**config.mk**
```make
export PLATFORM = sky130hd
export DESIGN_NAME = arb4_bus
export DESIGN_NICKNAME = d
export VERILOG_FILES = /design/src/rtl/arb4_bus_pkg.sv /design/src/rtl/arb4_bus_rr_pick4.sv /design/src/rtl/arb4_bus.sv
export SDC_FILE = /design/constraint.sdc
export NUM_CORES = 1
export LEC_CHECK = 0
export CORE_AREA = 4 4 128 130
export DETAILED_ROUTE_END_ITERATION = 16
export DIE_AREA = 0 0 132 134
export PLACE_DENSITY = 0.85
export REMOVE_ABC_BUFFERS = 1
export SLEW_MARGIN = 5
export SYNTH_ARGS = -nofsm -noshare
export SYNTH_HDL_FRONTEND = slang
export SYNTH_SLANG_ARGS = --single-unit
```
**constraint.sdc**
```tcl
create_clock -name clk -period 3 [get_ports clk]
set_input_delay 0.75 -clock clk [delete_from_list [all_inputs] [get_ports clk]]
set_output_delay 0.75 -clock clk [all_outputs]
set_load 0.005 [all_outputs]
```
**src/rtl/arb4_bus_pkg.sv**
```systemverilog
// Shared types and constants for the four-requester round-robin bus arbiter.
// The optional lock feature elsewhere is enabled with the ARB_LOCK_EN macro.
package arb4_bus_pkg;

  localparam int NREQ = 4;

  typedef logic [63:0] word_t;
  typedef logic [1:0]  src_t;

  typedef enum logic {
    EMPTY = 1'b0,
    FULL  = 1'b1
  } slot_state_t;

  function automatic logic [NREQ-1:0] onehot4(input src_t idx);
    return 4'b0001 << idx;
  endfunction

endpackage

```
**src/rtl/arb4_bus_rr_pick4.sv**
```systemverilog
// Rotating first-valid search: starting at 'start' and moving upward modulo 4,
// report the first set bit of 'valid'.
module rr_pick4
  import arb4_bus_pkg::*;
(
  input  logic [NREQ-1:0] valid,
  input  src_t            start,
  output logic            found,
  output src_t            index
);

  src_t cand;

  // Walk the offsets from farthest to nearest so the nearest valid one is
  // the last assignment and therefore wins.
  always_comb begin
    found = 1'b0;
    index = start;
    cand  = start;
    for (int k = NREQ - 1; k >= 0; k--) begin
      cand = start + src_t'(k);
      if (valid[cand]) begin
        found = 1'b1;
        index = cand;
      end
    end
  end

endmodule

```
**src/rtl/arb4_bus.sv**
```systemverilog
// Four-requester round-robin arbiter feeding a one-entry registered output slot.
// Define ARB_LOCK_EN to let a winner hold the bus across beats via req_lock.
module arb4_bus
  import arb4_bus_pkg::*;
(
  input  logic                  clk,
  input  logic                  reset,
  input  logic [NREQ-1:0]       req_valid,
  input  logic [NREQ-1:0][63:0] req_data,
  input  logic [NREQ-1:0]       req_lock,
  output logic [NREQ-1:0]       req_ready,
  output logic                  out_valid,
  output logic [63:0]           out_data,
  output logic [1:0]            out_src,
  input  logic                  out_ready
);

  slot_state_t     state_q, state_d;
  word_t           data_q, data_d;
  src_t            src_q, src_d;
  src_t            rr_q, rr_d;
  logic [NREQ-1:0] eligible;
  logic            found;
  src_t            winner;
  logic            slot_free;
  logic            grant;

`ifdef ARB_LOCK_EN
  logic lock_q, lock_d;
  src_t owner_q, owner_d;

  // While locked, only the owner may compete.
  assign eligible = lock_q ? (req_valid & onehot4(owner_q)) : req_valid;
`else
  logic lock_unused;

  assign lock_unused = ^req_lock;
  assign eligible    = req_valid;
`endif

  rr_pick4 u_pick (
    .valid (eligible),
    .start (rr_q),
    .found (found),
    .index (winner)
  );

  // Reset gates the grant so req_ready drops as soon as reset rises.
  assign slot_free = (state_q == EMPTY) || out_ready;
  assign grant     = slot_free && found && !reset;

  always_comb begin
    state_d   = state_q;
    data_d    = data_q;
    src_d     = src_q;
    rr_d      = rr_q;
    req_ready = '0;
`ifdef ARB_LOCK_EN
    lock_d    = lock_q;
    owner_d   = owner_q;
`endif
    if (grant) begin
      req_ready = onehot4(winner);
      state_d   = FULL;
      data_d    = req_data[winner];
      src_d     = winner;
      rr_d      = winner + 2'd1;
`ifdef ARB_LOCK_EN
      if (req_lock[winner]) begin
        lock_d  = 1'b1;
        owner_d = winner;
      end else if (lock_q) begin
        lock_d  = 1'b0;
      end
`endif
    end else if (slot_free) begin
      state_d = EMPTY;
    end
  end

  always_ff @(posedge clk or posedge reset) begin
    if (reset) begin
      state_q <= EMPTY;
      data_q  <= '0;
      src_q   <= '0;
      rr_q    <= '0;
`ifdef ARB_LOCK_EN
      lock_q  <= 1'b0;
      owner_q <= '0;
`endif
    end else begin
      state_q <= state_d;
      data_q  <= data_d;
      src_q   <= src_d;
      rr_q    <= rr_d;
`ifdef ARB_LOCK_EN
      lock_q  <= lock_d;
      owner_q <= owner_d;
`endif
    end
  end

  assign out_valid = (state_q == FULL);
  assign out_data  = data_q;
  assign out_src   = src_q;

endmodule

```
== Word level (Yosys, flattened, before mapping) ==
Cells that the tools add are included.

* Flip-flop bits (word level): 69
* Input bits: 267
* Output and inout port bits: 71
* Word-level logic and storage cells: 41

* $add $sub $neg: 4
* Order comparisons: 5
* Shift-type cells: 1
* Multiplexer cells: 21
* Bitwise operators: 1
* Reductions and logical operators: 5

{| class="wikitable"
|+ Operator list
! kind !! number
|-
| $bmux W64 S2 || 1
|-
| $mux W64 || 1
|-
| $lt A2 B3 Y1 const B || 5
|-
| $mux W1 || 10
|-
| $bmux W1 S2 || 4
|-
| $mux W2 || 4
|-
| $add A2 B1 Y2 const B || 2
|-
| $add A2 B2 Y2 const B || 2
|-
| $mux W4 || 1
|-
| $shl A1 B2 Y4 const A || 1
|-
| $logic_and A1 B1 Y1 || 2
|-
| $reduce_bool A2 Y1 || 1
|-
| $logic_not A1 Y1 || 1
|-
| $logic_or A1 B1 Y1 || 1
|-
| $not A1 Y1 || 1
|}

== Longest topological paths before layout ==
* Word-level depth: 10
* Mapped depth: 9
* Gate-level depth less buffers: 5

== Hierarchy ==
Synthesis repeated with hierarchy kept, for this count alone.

* Cell total of the unflattened synthesis: 254
* Area, all modules: 4277.9 µm²

{| class="wikitable"
|+ By module, submodules not included
! module !! times used !! cells an instance !! area each (µm²) !! sequential area each (µm²)
|-
| arb4_bus || 1 || 238 || 4177.8 || 1726.7
|-
| rr_pick4 || 1 || 16 || 100.1 || 0.0
|}

== Least setup slack after synthesis ==
Ideal clock, no wire load.

* Path type: in2out
* Start: input port req_valid[1]
* End: output port req_ready[2]
* Arrival: 1.880 ns
* Required time: 2.250 ns
* Setup slack: 0.370 ns
* Cell stages on the path: 8
* Buffers on the path: 4
* Cells stage by stage: buf_2 -> nor2_1 -> a21oi_1 -> and2_1 -> buf_2 -> buf_2 -> buf_2 -> and2_1

* Word-level cells in the longest chain between the ends: 9
* Elaborated cells between the ends (all ways): 20
* Those cells by class: shift (1); mux (17); reduce/logical (2)

{| class="wikitable"
|+ RTL lines
! item !! line !! text
|-
| from (decl) || arb4_bus.sv:8 || <nowiki>input logic [NREQ-1:0] req_valid,</nowiki>
|-
| $bmux W1 S2 || arb4_bus_rr_pick4.sv:22 || <nowiki>if (valid[cand]) begin</nowiki>
|-
| $mux W1 (implied by the code) || arb4_bus_rr_pick4.sv:22 ||
|-
| $mux W1 (4 in series) || arb4_bus_rr_pick4.sv:22 ||
|-
| $logic_and A1 B1 Y1 (2 in series) || arb4_bus.sv:50 || <nowiki>assign grant = slot_free && found && !reset;</nowiki>
|-
| $mux W4 (*) || arb4_bus.sv:62 || <nowiki>if (grant) begin</nowiki>
|-
| to (decl) || arb4_bus.sv:11 || <nowiki>output logic [NREQ-1:0] req_ready,</nowiki>
|}

Mark *: on every way between the ends. The rest lies on a longest branch, timed or not. The select of a mux whose other input is x is not followed.

== Worst setup path after layout ==
* Start: input port req_valid[0]
* End: output port req_ready[2]

The elaborated chain is that of the path after synthesis.

==> results.py <==
metrics = {
    "status": {
        "status": "finished clean",
    },
    "min_path": {
        "hold_path.class": "reg2reg",
        "holdPathStages": 2,
        "min_from": "out_src[1]",
        "hold_path_end": "out_src[1]",
    },
    "route": {
        "route.detailed.drc": 0,
        "vias": 6222,
        "drt-initial-drc-count": 368,
        "routed_wl_um": 22600,
        "wl_per_cell_um": 22.2,
        "postRouteAntennaNets": 0,
        "dr.pass1.iters": 5,
        "viasPerCell": 6.12,
    },
    "timing": {
        "fin_crit_sh": 0.976,
        "setup_viol": 0,
        "relSlewSlack": 0.452,
        "final.setup.tns_ns": 0,
        "worst_slack_ns": 0.0735,
        "max_freq_mhz": 342,
        "hold_violations": 0,
        "fin_crit_ns": 2.93,
        "drv_slew": 0,
        "hold_slack_ns": 0.494,
        "rsz0062_at_grt": "no",
        "tightest_slew_ns": 0.822,
        "finClkSkew_ns": 0.00615,
    },
    "grt": {
        "grt_pass1_wl_um": 34000,
        "grt_max_degree": 66,
        "grt.total_usage": 0.239,
        "busiest_layer": "met2",
        "grt-ovfl-total": 0,
        "use_met1": 0.284,
        "globalRouteMet3Util": 0.0776,
        "antenna_found_initial": 0,
        "first_global_vias": 6159,
        "gr-usage-met2": 0.407,
    },
    "setup_path": {
        "worstPathMaxFanout": 4,
        "crit_type": "in2out",
        "r2r_start": "rr_q[0]",
        "timing.rr.end": "out_data[51]",
        "critPathArrivalTime_ns": 2.18,
        "r2r_slack_ns": 0.67,
        "critPathLaunchType": "input pin",
        "reg2regPathDepth": 7,
        "worstSetupEndpointType": "primary output",
        "required_ns": 2.25,
    },
    "final_layout": {
        "n_antenna_cell": 0,
        "fin_nets": 1092,
        "drive_gt1_frac": 0.0905,
        "syn2layout_area_growth_pct": 80.3,
        "design_area_sq_um": 8680,
        "post-route-util": 0.573,
        "n_fill_cell": 1322,
    },
    "synthesis": {
        "yosys.area_share.simple": 0.121,
        "synth_fa_ha_area_frac": 0,
        "ys_ff_latch": 69,
        "synthXorXnorAreaFrac": 0,
        "synth-compound-area-share": 0.443,
        "synth_cells": 526,
        "ys_warn_count": 0,
        "syn_area_sq_um": 4820,
        "avgSynthCellArea_sq_um": 9.16,
        "yosysUniqueCellTypes": 29,
        "ys_seq_area_frac": 0.358,
        "synth_top_family_by_area": "compound AO/OA/AOI/OAI gates",
        "synthMuxAreaShare": 0,
    },
    "placed_design": {
        "detailed_place.area_sq_um": 8340,
        "dp_slack_ns": -0.774,
        "dpl.hpwl_um": 15300,
        "gp_congestion": 0.803,
        "port-buffer-count": 333,
    },
    "clocking": {
        "cts_tree": "built",
        "clock_latency_ns": 0.33,
        "cts.path.max_buffers": 2,
        "clk_pin_slew_worst_paths_ns": 0.05,
        "hold_buffers": 0,
        "cts_max_level": 3,
        "cts_buffers": 9,
        "cts-root-buf": "clkbuf_16",
        "cts.sinks": 69,
    },
    "pwr": {
        "p_leak_nw": 3.32,
        "power_density_nw_per_um2": 602,
        "irDropWorstVdd_uv": 315,
    },
    "floorplanning": {
        "num_rows": 45,
        "ios": 338,
        "fp.dieW_um": 132,
        "dieArea_sq_um": 17700,
        "start_util": 0.318,
        "die-height_um": 134,
        "core_sq_um": 15100,
    },
    "job": {
        "drv_cap": 0,
    },
}
[what timing repair did]
item / CTS / global route
gates resized for setup: 22 / 6
endpoints found under the setup margin: 4 / 4
buffers inserted: 1 / 2
pin swaps: 2 / 1
gates cloned: 0 / 0
[cells in the mapped netlist]
| cell type | number | share of area |
|---|---|---|
| nand4_1 | 65 | 0.084 |
| inv_1 | 2 | 0.0016 |
| nand3b_1 | 1 | 0.0016 |
| clkbuf_1 | 34 | 0.026 |
| o311ai_2 | 1 | 0.0034 |
| o32ai_1 | 1 | 0.0018 |
| buf_4 | 1 | 0.0016 |
| a21oi_1 | 67 | 0.070 |
| buf_2 | 44 | 0.046 |
| o22a_1 | 64 | 0.12 |
| o21ba_2 | 1 | 0.0021 |
| dfrtp_1 | 69 | 0.36 |
| buf_1 | 3 | 0.0023 |
| nand3_1 | 1 | 0.0010 |
| and2b_4 | 1 | 0.0021 |
| o31ai_1 | 64 | 0.10 |
| nor3_1 | 5 | 0.0052 |
| a21o_1 | 1 | 0.0016 |
| o21ai_0 | 4 | 0.0042 |
| o21ai_1 | 3 | 0.0031 |
| nor2b_1 | 7 | 0.0091 |
| a221o_1 | 64 | 0.13 |
| a221oi_2 | 1 | 0.0031 |
| o21bai_1 | 1 | 0.0016 |
| nand2b_1 | 3 | 0.0039 |
| and2_1 | 3 | 0.0039 |
| nor2_1 | 7 | 0.0055 |
| o21a_1 | 2 | 0.0031 |
| nand2_1 | 6 | 0.0047 |
[cells by family (layout without fill, tap and decap cells)]
family          Yosys count  count (layout)
compound gates          274             274
buf+inv                  84             387
flops                    69              69
simple gates             99              99
[metal layers]
layer	vias up	part of all wire
li1	2787	-
met1	3025	0.38
met2	359	0.49
met3	51	0.097
met4	0	0.033
met5	-	0
[power breakdown]
group / leakage (nW) / internal [mW] / total (mW) / switching [mW]
clock network: 0.134 / 0.639 / 1.03 / 0.389
logic: 2.41 / 1.47 / 2.78 / 1.31
registers: 0.777 / 1.23 / 1.42 / 0.188
total: 3.32 / 3.35 / 5.23 / 1.88
[area by class of cell]
type	instances	area [sq um]	share of cell area
Clock buffer	13	240	0.0277
Clock inverter	2	35.0	0.00403
Tap cell	188	235	0.0271
Timing Repair Buffer	370	3610	0.415
Sequential cell	69	1730	0.199
Multi-Input combinational cell	373	2830	0.326
Inverter	2	7.51	0.000865
[state kept, by name (all words and copies together), names as in the netlist]
signal	cells
out_valid	1
out_src	2
rr_q	2
out_data	64
[worst max-delay path by stage]
stage | startpoint | to | slack (ns) | cells past startpoint
after floorplan | req_valid[2] | req_ready[1] | -2.93 | 4
after global placement | req_valid[2] | req_ready[0] | -0.76 | 7
after detailed placement | req_valid[3] | req_ready[0] | -0.77 | 6
after CTS | req_valid[2] | req_ready[0] | 0.04 | 8
after global routing | req_valid[0] | req_ready[2] | 0.006 | 9
final | req_valid[0] | req_ready[2] | 0.07 | 9
[worst max-delay path: stages]
cell and delay [ns]:
dlygate4sd2_1 0.26, buf_6 0.14, nor2_2 0.13, a21oi_2 0.08, buf_4 0.13, buf_4 0.12
and2_2 0.17, and2_1 0.13, dlygate4sd2_1 0.27
[per-stage QoR]
step | cells | power, mW
final | 1017 | 5.23
after global routing | 1017 | 5.52
after CTS | 1015 | 5.23
after detailed placement | 999 | 4.16
after global placement | 999 | 4.11
after floorplan | 444 | 2.64
[layout by cell type, fill, tap and decap left out, types with 4 or more instances in the layout]
master           count
clkdlybuf4s50_1    325
dfrtp_1             69
nand4_1             65
a21oi_1             65
a221o_1             64
o31ai_1             64
o22a_1              64
buf_4               35
clkbuf_16            9
dlygate4sd2_1        6
nand2_1              5
nor2_1               5
nor2b_1              4
clkbuf_1             4
(Power assumes the default switching activity.)
